**src/rtl/lpc_io_responder.sv**
```systemverilog
// ============================================================================
// Module   : lpc_io_responder
// Purpose  : LPC I/O target response stage. It holds the register bank and
//            drives the SYNC, data and turn-around nibbles onto LAD.
// Revision : 1.0 - initial release
// ============================================================================
`default_nettype none

module lpc_io_responder #(
    parameter int          NUM_REGS    = 32,
    parameter int          WAIT_STATES = 0,
    parameter logic [7:0]  BOARD_ID    = 8'hA5
) (
    input  logic                    LpcClock,
    input  logic                    PciReset,
    input  logic                    LpcFrame,
    input  logic                    AddrValid,
    input  logic                    Opcode,
    input  logic [7:0]              AddrReg,
    input  logic                    Wr,
    input  logic [7:0]              DataWr,
    output logic [3:0]              LpcDataOut,
    output logic                    LpcOe,
    output logic                    Busy,
    output logic [8*NUM_REGS-1:0]   RegFile
);

    typedef enum logic [3:0] {
        S_IDLE = 4'd0,
        S_HTAR = 4'd1,
        S_WDAT = 4'd2,
        S_WAIT = 4'd3,
        S_SYNC = 4'd4,
        S_DLO  = 4'd5,
        S_DHI  = 4'd6,
        S_PTAR = 4'd7,
        S_REL  = 4'd8
    } state_t;

    localparam logic [3:0] c_SYNC_WAIT  = 4'b0101;
    localparam logic [3:0] c_SYNC_READY = 4'b0000;
    localparam logic [3:0] c_LAD_IDLE   = 4'hF;
    localparam logic [3:0] c_WAIT_LAST  = 4'(WAIT_STATES - 1);

    state_t       r_state;
    logic [3:0]   r_cnt;
    logic         r_op;
    logic [4:0]   r_addr;
    logic [7:0]   r_data;
    logic         r_wr_done;
    logic [7:0]   w_rd_data;
    logic         w_wr_accept;
    logic [7:0]   w_regs [32];
    logic         w_unused;

    assign w_unused = ^AddrReg[7:5];

    // One write per bus cycle, only while the host/target still owns the write handshake.
    assign w_wr_accept = Wr && LpcFrame && r_op && !r_wr_done &&
                         ((r_state == S_WDAT) || (r_state == S_HTAR) ||
                          (r_state == S_WAIT) || (r_state == S_SYNC));

    assign w_rd_data = w_regs[r_addr];

    always_ff @(posedge LpcClock or posedge PciReset) begin
        if (PciReset) begin
            r_wr_done <= 1'b0;
        end else if (r_state == S_IDLE) begin
            r_wr_done <= 1'b0;
        end else if (w_wr_accept) begin
            r_wr_done <= 1'b1;
        end
    end

    // Register 0 is the board ID; slots past NUM_REGS read as all ones.
    generate
        for (genvar i = 0; i < 32; i++) begin : g_slot
            if (i == 0) begin : g_id
                assign w_regs[i] = BOARD_ID;
            end else if (i < NUM_REGS) begin : g_store
                logic [7:0] r_q;
                always_ff @(posedge LpcClock or posedge PciReset) begin
                    if (PciReset) begin
                        r_q <= 8'h00;
                    end else if (w_wr_accept && (r_addr == 5'(i))) begin
                        r_q <= DataWr;
                    end
                end
                assign w_regs[i] = r_q;
            end else begin : g_absent
                assign w_regs[i] = 8'hFF;
            end
        end
        for (genvar j = 0; j < NUM_REGS; j++) begin : g_flat
            assign RegFile[8*j +: 8] = w_regs[j];
        end
    endgenerate

    always_ff @(posedge LpcClock or posedge PciReset) begin
        if (PciReset) begin
            r_state    <= S_IDLE;
            r_cnt      <= 4'd0;
            r_op       <= 1'b0;
            r_addr     <= 5'd0;
            r_data     <= 8'h00;
            LpcOe      <= 1'b0;
            LpcDataOut <= c_LAD_IDLE;
            Busy       <= 1'b0;
        end else if ((r_state != S_IDLE) && !LpcFrame) begin
            r_state    <= S_IDLE;
            r_cnt      <= 4'd0;
            LpcOe      <= 1'b0;
            LpcDataOut <= c_LAD_IDLE;
            Busy       <= 1'b0;
        end else begin
            case (r_state)
                S_IDLE: begin
                    if (AddrValid) begin
                        r_op    <= Opcode;
                        r_addr  <= AddrReg[4:0];
                        r_cnt   <= 4'd0;
                        Busy    <= 1'b1;
                        r_state <= Opcode ? S_WDAT : S_HTAR;
                    end
                    LpcOe      <= 1'b0;
                    LpcDataOut <= c_LAD_IDLE;
                end
                S_WDAT: begin
                    if (r_cnt == 4'd1) begin
                        r_cnt   <= 4'd0;
                        r_state <= S_HTAR;
                    end else begin
                        r_cnt <= r_cnt + 4'd1;
                    end
                end
                S_HTAR: begin
                    if (r_cnt == 4'd1) begin
                        r_cnt <= 4'd0;
                        LpcOe <= 1'b1;
                        if (WAIT_STATES > 0) begin
                            r_state    <= S_WAIT;
                            LpcDataOut <= c_SYNC_WAIT;
                        end else begin
                            r_state    <= S_SYNC;
                            LpcDataOut <= c_SYNC_READY;
                            r_data     <= w_rd_data;
                        end
                    end else begin
                        r_cnt <= r_cnt + 4'd1;
                    end
                end
                S_WAIT: begin
                    if (r_cnt == c_WAIT_LAST) begin
                        r_cnt      <= 4'd0;
                        r_state    <= S_SYNC;
                        LpcDataOut <= c_SYNC_READY;
                        r_data     <= w_rd_data;
                    end else begin
                        r_cnt <= r_cnt + 4'd1;
                    end
                end
                S_SYNC: begin
                    if (r_op) begin
                        r_state    <= S_PTAR;
                        LpcDataOut <= c_LAD_IDLE;
                    end else begin
                        r_state    <= S_DLO;
                        LpcDataOut <= r_data[3:0];
                    end
                end
                S_DLO: begin
                    r_state    <= S_DHI;
                    LpcDataOut <= r_data[7:4];
                end
                S_DHI: begin
                    r_state    <= S_PTAR;
                    LpcDataOut <= c_LAD_IDLE;
                end
                S_PTAR: begin
                    r_state    <= S_REL;
                    LpcOe      <= 1'b0;
                    LpcDataOut <= c_LAD_IDLE;
                end
                S_REL: begin
                    r_state <= S_IDLE;
                    Busy    <= 1'b0;
                end
                default: begin
                    r_state    <= S_IDLE;
                    LpcOe      <= 1'b0;
                    LpcDataOut <= c_LAD_IDLE;
                    Busy       <= 1'b0;
                end
            endcase
        end
    end

endmodule

`default_nettype wire

```
**config.mk**
```make
export PLATFORM = sky130hd
export DESIGN_NAME = lpc_io_responder
export DESIGN_NICKNAME = d
export VERILOG_FILES = /design/src/rtl/lpc_io_responder.sv
export SDC_FILE = /design/constraint.sdc
export NUM_CORES = 1
export LEC_CHECK = 0
export BUFFER_PORTS_ARGS = -buffer_cell sky130_fd_sc_hd__buf_4
export CAP_MARGIN = 20
export CORE_MARGIN = 2
export CORE_UTILIZATION = 55
export DETAILED_ROUTE_END_ITERATION = 8
export PLACE_DENSITY = 0.79
export SYNTH_ARGS = -nofsm -noshare
export SYNTH_HDL_FRONTEND = slang
export SYNTH_SLANG_ARGS = --single-unit
export TNS_END_PERCENT = 100
```
**constraint.sdc**
```tcl
create_clock -name LpcClock -period 11.2 [get_ports LpcClock]
set_clock_uncertainty 0.2 [all_clocks]
set_input_delay 1.68 -clock LpcClock [delete_from_list [all_inputs] [get_ports LpcClock]]
set_output_delay 1.68 -clock LpcClock [all_outputs]
set_load 0.01 [all_outputs]
```
==> results of run 1 <==
==> cell families (layout without fill, tap and decap cells) <==
family                   after synthesis  after routing  share of synthesized area, %
XOR/XNOR                               1              1                       0.06663
adder cells (fa/ha/maj)                2              2                        0.1903
buffers and inverters                 87            342                         3.198
AND/OR/NAND/NOR                      148            148                         6.301
flip-flops                           277            277                         52.76
AO/OA/AOI/OAI                         94             94                         4.768
other                                  2              8                       0.05713
multiplexers                         348            348                         32.65
==> worst register-to-register path, delay by kind of cell, from the launching register on <==
kind | cells | cell delay [ps]
flops | 1 | 780
mux | 1 | 460
simple gates | 4 | 2310
==> power breakdown <==
part	total, mW	switching, mW	internal, mW
registers	1.58	0.285	1.30
clock network	1.01	0.397	0.613
logic	1.59	0.789	0.804
==> stage by stage <==
stage / util (%) / setup slack [ps] / total power, mW / hold slack [ps] / area (µm²)
CTS: 69.45 / 7034 / 4.196 / 323.2 / 16300
detailed placement: 65.18 / 6468 / 3.182 / 310.4 / 15300
floorplan: - / 1689 / 2.470 / 248.2 / 13170
global route: 69.45 / 6844 / 4.376 / 340.5 / 16300
finish: 69.45 / 6979 / 4.183 / 323.0 / 16300
global placement: 65.18 / 6547 / 3.137 / 304.7 / 15300
==> cells in the mapped netlist (3+ instances only) <==
master    number
dfrtp_1      273
mux2_2       266
mux2i_1       43
nand2_1       41
mux4_2        38
clkbuf_1      37
nor2_1        27
a21oi_1       25
buf_2         22
o21ai_0       14
buf_4         11
nand3_1       11
o22ai_1       11
inv_1          9
nor2b_1        9
nor3_1         8
o32ai_1        8
nand3_2        6
a221oi_1       5
buf_1          5
nand2_2        5
a22oi_1        4
a31oi_1        4
and3_1         4
dfstp_2        4
nand3b_1       4
nor4_1         4
a211oi_1       3
nand2b_1       3
nand4_1        3
o31ai_1        3
==> final cells by class <==
type	count	area (µm²)
Clock inverter	10	153.9
Multi-Input combinational cell	601	5812
Sequential cell	277	6944
Tap cell	319	399.1
Inverter	9	41.29
Fill cell	1700	7172
Clock buffer	43	848.3
Timing Repair Buffer	280	2102
==> cells in the final DEF, fill, tap and decap left out, types with 4 or more instances in the layout <==
cell type,instances
buf_4,280
dfrtp_1,269
mux2_2,266
mux2i_1,43
nand2_1,41
mux4_2,38
clkbuf_16,29
nor2_1,27
a21oi_1,25
o21ai_0,14
o22ai_1,11
nand3_1,11
nor2b_1,9
nor3_1,8
o32ai_1,8
inv_1,8
conb_1,8
clkbuf_8,7
clkbuf_1,7
nand3_2,6
a221oi_1,5
nand2_2,5
clkinv_2,5
dfstp_2,4
nand3b_1,4
a22oi_1,4
nor4_1,4
and3_1,4
a31oi_1,4
bufinv_16,4
==> layer usage <==
layer,vias to the layer above,track usage (%)
li1,4026,-
met1,4837,42.47
met2,338,49.17
met3,70,5.199
met4,0,10.34
met5,-,0
==> state kept, by name, summed over array words and instances, names as in the netlist <==
signal,flops
r_data,8
r_op,1
r_state,4
Busy,1
r_wr_done,1
LpcDataOut,4
g_slot.g_store.r_q,248
r_addr,5
r_cnt,4
LpcOe,1
==> worst paths after layout <==
path / end / slack (ps) / cells past startpoint
min reg2reg: g_slot[7].g_store.r_q[0]$_DFFE_PP0P_ / 320 / 1
min in group asynchronous: g_slot[4].g_store.r_q[1]$_DFFE_PP0P_ / 1120 / 2
max in group asynchronous: g_slot[20].g_store.r_q[7]$_DFFE_PP0P_ / 7280 / 4
min: g_slot[7].g_store.r_q[0]$_DFFE_PP0P_ / 320 / 1
max reg2reg: g_slot[9].g_store.r_q[6]$_DFFE_PP0P_ / 7340 / 5
max: g_slot[9].g_store.r_q[6]$_DFFE_PP0P_ / 6980 / 6
==> metrics, run 1 <==
Distinct cells, synth 69; DRC 0; Die X 158.6 µm; Sink Count ~280; Pwr Density 256.6 nW/µm²; TritonRoute pass-1 iters 5; Finished Layout Cells 1539; RR Startpoint r_state[0]$_DFFE_PP0P_; Synth warnings 0; CP top delay family simple AND/OR/NAND/NOR gates; crit path time final between 4000 and 5000 ps; Final nets 1222; root buf cell clkbuf_16; Pins Over Slew Limit 0; Ports 284; Worst-Skew Late Latency 560 ps; GR Util All Layers 30.53%; final wirelength 38180 µm; crit path cell chain buf_4 > nor2b_1 > nand4b_2 > nor3b_1 > nand2_1 > mux2_2; hold crit path type reg -> reg; First DRT Iteration DRCs 583; critical hold path startpoint g_slot[7].g_store.r_q[0]$_DFFE_PP0P_; cell at the slowest stage of the critical path nor3b_1; Diodes inserted 0; met3 wire len 2448 µm; Worst Setup End Kind register; Peak VDD IR 0.2578 mV; CTS max path bufs 3; total of max-cap violations 0; Max Clk Rate 236.9 MHz; crit path from LpcFrame; syn avg cell area around 14 µm²; core area 23470 µm²; post-synthesis cell area 13150 µm²; worst setup path class in -> reg; largest net degree at the start of global routing between 100 and 150; register area share after synthesis about 53%; layout cells sized above 1 54.43%; flop and latch count out of synthesis 277; starting density of the core between 50% and 60%; CP max stage delay 1000 ps; met2 WL between 15000 and 20000 µm; WP data required 11430 ps; Main synth FF type dfrtp_1; leakage 8.243 nW; Syn Inst Count 959; Top Metal Used met4; # hold bufs at CTS 0; drt wl/cell 24.81 µm; TritonCTS clock tree built; grt total ovfl 0; number of global-route vias before repair 9379; status finished, final reports clean; Worst-path clk slew 60 ps; Final Hold Fails 0; post-DP HPWL 25810 µm; final setup vio count 0; CP Max Fanout 9; critical path arrival 4450 ps; first-pass GRT wire length 57300 µm; PostCTS Resize Cnt 0; measured slew at the worst slew-check pin roughly 1100 ps; H-tree levels 1; Setup Fix Bufs, Post-CTS 0; antenna viol nets, final 0; top cell type's share of synthesized area 51.97%; placed cells 1486; TNS Setup 0 ps; Area Growth Syn to Fin 23.99%; GP Congestion about 0.89; number of CTS-inserted buffers 29; Die Y 158.6 µm; vias per cell 6.024; Vias 9271; die area ~25000 µm²; initial antenna violation count 0; crit start category input pin; Post-synth EDFFs 0; wire length on met1 ~16000 µm; Critical path buffers and inverters 1; normalized max-slew margin 24.83%; asr flop ratio synth 100.0%; Core Rows 56; period utilization 37.69%; Port Buf Inserts between 200 and 300; largest cells by area after synthesis dfrtp_1, mux2_2, mux4_2, mux2i_1, nand2_1; RSZ-0062 raised after global routing false; cell taking the most area after synthesis dfrtp_1
Power figures use the tool's default switching activity.
==> run 2: changes to the inputs <==
--- a/config.mk
+++ b/config.mk
@@ -5,12 +5,13 @@
 export SDC_FILE = /design/constraint.sdc
 export NUM_CORES = 1
 export LEC_CHECK = 0
+export ABC_AREA = 1
 export BUFFER_PORTS_ARGS = -buffer_cell sky130_fd_sc_hd__buf_4
 export CAP_MARGIN = 20
 export CORE_MARGIN = 2
 export CORE_UTILIZATION = 55
 export DETAILED_ROUTE_END_ITERATION = 8
-export PLACE_DENSITY = 0.79
+export PLACE_DENSITY = 0.78
 export SYNTH_ARGS = -nofsm -noshare
 export SYNTH_HDL_FRONTEND = slang
 export SYNTH_SLANG_ARGS = --single-unit
==> constraint.sdc (replaced) <==
create_clock -name LpcClock -period 3.9 [get_ports LpcClock]
set_clock_uncertainty 0.2 [all_clocks]
set_input_delay 0.585 -clock LpcClock [delete_from_list [all_inputs] [get_ports LpcClock]]
set_output_delay 0.585 -clock LpcClock [all_outputs]
set_load 0.01 [all_outputs]
==> run 2 against run 1 <==
Compared with the run above:
- count of clock-buffer cells in the layout is 8 lower
- power grew to 2.6 times the previous value
- area after synthesis is 2.0% higher
- synthesized cell count is 80% higher
- largest cell class unchanged
- routed wire length is 14% higher
- setup slack worse by 5900 ps
- non-clock buffer count is 20 higher
- sequential share of layout area is 0.54 points lower
- clock power grew to 2.8 times the previous value
- critical endpoint is now g_slot[21].g_store.r_q[0]$_DFFE_PP0P_
==> metrics, run 2 <==
Pins Over Slew Limit 0 (unchanged); normalized max-slew margin 21.14% (-3.7 points); antenna viol nets, final 0 (unchanged); total of max-cap violations 0 (unchanged); Setup Slack @ Placement 1168 ps (-5300 ps); H-tree levels 1 (unchanged); Area Growth Syn to Fin 23.04%; # hold bufs at CTS 1 (+1); Largest regs g_slot.g_store.r_q (248), r_data (8), r_addr (5); Post-synth EDFFs 0 (unchanged); largest net degree at the start of global routing 118 (-13%); PostCTS Resize Cnt 0 (unchanged); Largest register FFs 248 (unchanged); DRC 0 (unchanged); Worst-Skew Late Latency 560 ps (about the same); First DRT Iteration DRCs 1097 (+88%); most frequent cells in the layout nand2_1, buf_4, dfrtp_1; post-synthesis cell area 13410 µm² (+2.0%); top cell type's share of synthesized area 50.94% (-1.0 points); asr flop ratio synth 100.0% (unchanged); Setup Fix Bufs, Post-CTS 0 (unchanged); layout cells sized above 1 21.68% (-33 points); Post-synth top cells nand2_1, dfrtp_1, o21ai_0; FILL cells 2023 (+19%); vias per cell 5.574 (-7.5%); first-pass GRT wire length 66570 µm (+16%); Power Total 10.81 mW (+160%); Main synth FF type dfrtp_1; RSZ-0062 raised after global routing false; leakage 8.824 nW (+7.0%); most common cell after layout, fill and taps aside nand2_1; Vias 12810 (+38%); Peak VDD IR 0.4478 mV (+74%); Syn Inst Count 1724 (+80%); Max Clk Rate 354.5 MHz; number of CTS-inserted buffers 29 (unchanged); Die Y 160.2 µm (+0.97%); Worst-path clk slew 60 ps (about the same); Final Hold Slack 60.59 ps (-262.4 ps); Core Rows 57 (+1.8%); final wirelength 43620 µm (+14%); post-route cell area 16500 µm² (+1.2%); drt wl/cell 18.98 µm (-23%); CP Max Fanout 41 (+32); critical path arrival 3020 ps (-1430 ps); final setup vio count 0 (unchanged); post-DP HPWL 30340 µm (+18%); TritonRoute pass-1 iters 6 (+1); cell taking the most area after synthesis dfrtp_1; CTS max path bufs 3 (unchanged); die area 25650 µm² (+2.0%); core area 24110 µm² (+2.7%); Reg with most FFs g_slot.g_store.r_q; Diodes inserted 0 (unchanged); Final Hold Fails 0 (unchanged); Die X 160.2 µm (+0.97%); TritonCTS clock tree built; Sink Count 277 (unchanged); initial antenna violation count 0 (unchanged); Final nets 1977 (+62%); worst setup margin 1079 ps (-5900 ps); TNS Setup 0 ps (unchanged); status finished, final reports clean; worst setup path class reg -> reg; GP Congestion 0.9596 (+7.3%); Ports 284 (unchanged); Distinct cells, synth 31 (-55%); crit path time final about 2800 ps; WP data required 4100 ps (-7330 ps); number of global-route vias before repair 11910 (+27%); most instantiated library cell after synthesis nand2_1; period utilization 72.33%; root buf cell clkbuf_16; register area share after synthesis 51.73% (-1.0 points); Synth warnings 0 (unchanged); GR Util All Layers 33.23% (+2.7 points); measured slew at the worst slew-check pin 1182 ps (+56.60 ps); Port Buf Inserts 272 (unchanged); crit start category register; Pwr Density 655.3 nW/µm² (+160%); Worst Setup End Kind register; syn avg cell area 7.779 µm² (-43%); starting density of the core 55.63% (-0.38 points); largest cells by area after synthesis dfrtp_1, nand2_1, o21ai_0, o21ai_1, o21ai_2; hold crit path type in -> reg; grt total ovfl 0 (unchanged); Placement Cell Area 15520 µm² (+1.5%); flop and latch count out of synthesis 277 (unchanged)
run 2: cell types whose count changed in the layout (fill, tap and decap cells not counted), moves of 41 or more:
cell     delta
nand2_1   +755
o21ai_0   +106
o21ai_1   +116
nand3_1    +41
mux2i_1    -43
nor2_1     +60
mux2_2    -266
run 2: cell type report:
type / count / area [µm²] / area share (%)
Clock buffer: 35 / 778.2 / 4.717
Clock inverter: 17 / 178.9 / 1.084
Inverter: 50 / 191.4 / 1.160
Multi-Input combinational cell: 1295 / 5710 / 34.61
Sequential cell: 277 / 6939 / 42.06
Tap cell: 324 / 405.4 / 2.457
Timing Repair Buffer: 300 / 2296 / 13.92
run 2: logic make-up after synthesis:
group	Yosys count	synth area share, %
simple gates	976	29.50
fa+ha+maj	2	0.1866
other cells	2	0.05600
flops	277	51.73
compound gates	309	12.67
buf+inv	158	5.859
run 2: per-stage QoR:
stage / utilization [%] / instances
final: 68.45 / 2298
after floorplan: - / 1730
after CTS: 68.40 / 2297
after detailed placement: 64.39 / 2244
after global routing: 68.45 / 2298
after global placement: 64.39 / 2244
run 2: final timing paths:
path / start / end / slack, ps / cells after the start
max: r_addr[0]$_DFFE_PP0P_ / g_slot[21].g_store.r_q[0]$_DFFE_PP0P_ / 1080 / 6
min: DataWr[3] / g_slot[12].g_store.r_q[3]$_DFFE_PP0P_ / 60 / 3
max reg2reg: r_addr[0]$_DFFE_PP0P_ / g_slot[21].g_store.r_q[0]$_DFFE_PP0P_ / 1080 / 6
min reg2reg: LpcDataOut[3]$_DFFE_PP1P_ / LpcDataOut[3]$_DFFE_PP1P_ / 270 / 2
max in group asynchronous: PciReset / r_addr[0]$_DFFE_PP0P_ / 2210 / 4
min in group asynchronous: PciReset / g_slot[6].g_store.r_q[5]$_DFFE_PP0P_ / 360 / 3
run 2: metal layers:
layer / wire [µm] / up-vias / GRT usage (%)
li1: - / 5931 / -
met1: 17090 / 6008 / 44.22
met2: 19680 / 743 / 52.56
met3: 4782 / 126 / 7.766
met4: 2063 / 0 / 14.33
met5: 0 / - / 0
run 2: worst max-delay path: stages (launching register included):
cell and delay (ps):
dfrtp_2 720, buf_4 500, nand2_1 200, nor2_2 370
nand2_1 410, nand2_1 150, o21ai_0 100
run 2: where the power goes:
| part | internal, mW | leakage [nW] | switching [mW] |
|---|---|---|---|
| logic | 1.41 | 4.58 | 2.42 |
| registers | 3.51 | 3.77 | 0.680 |
| clock network | 1.62 | 0.475 | 1.17 |
| total | 6.54 | 8.82 | 4.28 |
==> run 3: changes to the inputs <==
==> constraint.sdc (replaced) <==
create_clock -name LpcClock -period 2.7 [get_ports LpcClock]
set_clock_uncertainty 0.2 [all_clocks]
set_input_delay 0.405 -clock LpcClock [delete_from_list [all_inputs] [get_ports LpcClock]]
set_output_delay 0.405 -clock LpcClock [all_outputs]
set_load 0.01 [all_outputs]
==> run 3 against run 2 <==
Compared with the run above:
- hold slack improved by 130 ps
- sequential share of layout area down 0.85 points
- sequential power is 43% higher
- setup slack worse by 930 ps
- non-clock buffer count grew 27
- register-to-register slack lost 930 ps
- maximum frequency rose by 11%
- critical endpoint is now g_slot[3].g_store.r_q[6]$_DFFE_PP0P_
- largest power group unchanged
- highest routed layer unchanged
==> metrics, run 3 (same netlist as run 2, synthesis figures left out) <==
worst setup path class reg -> reg; most frequent cells in the layout nand2_1, buf_4, dfrtp_1; Placement Cell Area 15710 µm² (+1.2%); Worst path most repeated cell nor2_4; critical path arrival 2760 ps (-260 ps); footprint of the multi-input gates 5710 µm² (unchanged); crit path time final 2549 ps (-271.9 ps); Pwr Density 949.6 nW/µm² (+45%); crit start category register; status finished, final reports clean; Worst-Skew Late Latency 560 ps (about the same); First DRT Iteration DRCs 1288 (+17%); grt total ovfl 0 (unchanged); crit path cell chain nor2_4 > inv_2 > nor2_4 > or2_4 > nand2_4 > nor2_4 > nand2_1 > nand2_1 > o21ai_0; Setup Fix Bufs, Post-CTS 0 (unchanged); number of global-route vias before repair 12140 (+1.9%); total of max-cap violations 0 (unchanged); leakage 8.991 nW (+1.9%); CP max stage delay 510 ps (-210 ps); Largest regs g_slot.g_store.r_q (248), r_data (8), r_addr (5); Worst setup endpoint g_slot[3].g_store.r_q[6]$_DFFE_PP0P_; TritonCTS clock tree built; final wirelength 43750 µm (+0.31%); r2r endpoint g_slot[3].g_store.r_q[6]$_DFFE_PP0P_; GR Util All Layers 33.87% (+0.64 points); core area 24110 µm² (unchanged); Final Hold Fails 0 (unchanged); WP data required 2910 ps (-1190 ps); cell at the slowest stage of the critical path dfrtp_1; Diodes inserted 0 (unchanged); layout cells sized above 1 22.08% (+0.40 points); Peak VDD IR 0.6927 mV (+55%); Worst Reg-to-Reg Cells 9 (+3); Sequential cell area 6939 µm² (unchanged); largest net degree at the start of global routing 81 (-31%); RR Startpoint r_state[1]$_DFFE_PP0P_; root buf cell clkbuf_16; FILL cells 1957 (-3.3%); setup slack, reg-to-reg 150 ps (-930 ps); Final nets 2004 (+1.4%); die area 25650 µm² (unchanged); vias per cell 5.525 (-0.86%); Ports 284 (unchanged); post-DP HPWL 30750 µm (+1.3%); TritonRoute pass-1 iters 9 (+3); normalized max-slew margin 61.31% (+40 points); Worst-path clk slew 60 ps (about the same); drt wl/cell 18.81 µm (-0.90%); Core Rows 57 (unchanged); post-route cell area 16840 µm² (+2.1%); hold crit path type in -> async; CP Max Fanout 16 (-61%); Vias 12850 (+0.34%); Pins Over Slew Limit 0 (unchanged); crit path from r_state[1]$_DFFE_PP0P_; final setup vio count 0 (unchanged); first-pass GRT wire length 68230 µm (+2.5%); RSZ-0062 raised after global routing true; GP Congestion 0.9295 (-3.1%); Worst Setup End Kind register; Final Hold Slack 187.2 ps (+126.6 ps); Max Clk Rate 392.3 MHz (+11%); Area Growth Syn to Fin 25.58%; Die X 160.2 µm (unchanged); measured slew at the worst slew-check pin 578.9 ps (-602.8 ps); Sink Count 277 (unchanged); Reg with most FFs g_slot.g_store.r_q; CTS max path bufs 3 (unchanged); DRC 0 (unchanged); most common cell after layout, fill and taps aside nand2_1; Largest register FFs 248 (unchanged); Die Y 160.2 µm (unchanged); starting density of the core 55.63% (unchanged); H-tree levels 1 (unchanged); initial antenna violation count 0 (unchanged); period utilization 94.40% (+22 points); Port Buf Inserts 272 (unchanged); antenna viol nets, final 0 (unchanged); number of CTS-inserted buffers 29 (unchanged)
-- run 3: cell types whose count changed in the layout (fill, tap and decap cells not counted), moves of 3 or more --
cell | previous run | this run
buf_4 | 295 | 307
dlygate4sd3_1 | 1 | 12
buf_12 | 3 | 8
clkinv_2 | 9 | 4
clkbuf_8 | 3 | 7
clkbuf_1 | 3 | 6
-- run 3: power breakdown --
part           internal, mW  leakage, nW  switching (mW)
clock network          2.55        0.496            1.67
registers              5.07         3.77           0.938
logic                  2.17         4.72            3.60
-- run 3: per-layer routing --
layer	global-route usage, %	part of all wire, %
met5	0	0
met1	46.33	40
met4	11.67	3.4
met3	7.169	9.5
met2	54.17	47
-- run 3: worst max-delay path: cells and delay by family (launching register included) --
| kind | cells | cell delay, ps |
|---|---|---|
| buffers and inverters | 1 | 70 |
| flip-flops | 1 | 510 |
| AND/OR/NAND/NOR | 7 | 1510 |
| AO/OA/AOI/OAI | 1 | 100 |
-- run 3: timing repair --
item | 4_1_cts | 5_1_grt
setup endpoints to repair | 0 | 23
hold buffers | 12 | 0
resized for setup | 0 | 0
endpoints found under the hold margin | 71 | 0
-- run 3: metrics by stage --
step	setup TNS (ps)	total power, mW	util, %	setup WS [ps]	cells
5_1_grt	-387.6	16.80	69.86	-52.04	2326
6_report	0	15.99	69.86	151.1	2326
2_1_floorplan	-430180	8.972	-	-1567	1730
3_5_place_dp	0	11.69	65.18	219.4	2261
3_3_place_gp	0	11.57	65.18	292.3	2261
4_1_cts	0	15.93	69.86	196.4	2326
-- run 3: how the worst min path moves through the flow --
stage	from	endpoint	slack [ps]	cells after the start
after CTS	PciReset	g_slot[8].g_store.r_q[5]$_DFFE_PP0P_	190	3
after floorplan	r_data[2]$_DFFE_PP0P_	r_data[2]$_DFFE_PP0P_	240	2
after global routing	PciReset	g_slot[8].g_store.r_q[5]$_DFFE_PP0P_	220	3
final	PciReset	g_slot[8].g_store.r_q[5]$_DFFE_PP0P_	190	3
after global placement	PciReset	g_slot[8].g_store.r_q[5]$_DFFE_PP0P_	200	2
after detailed placement	PciReset	g_slot[8].g_store.r_q[5]$_DFFE_PP0P_	200	2
-- run 3: cell type report --
type                       count  area share, %
tap                          324          2.407
sequential                   277          41.20
inverter                      50          1.137
clock inverter                11         0.9807
timing repair buffer         327          15.35
multi-input combinational   1295          33.91
clock buffer                  42          5.015
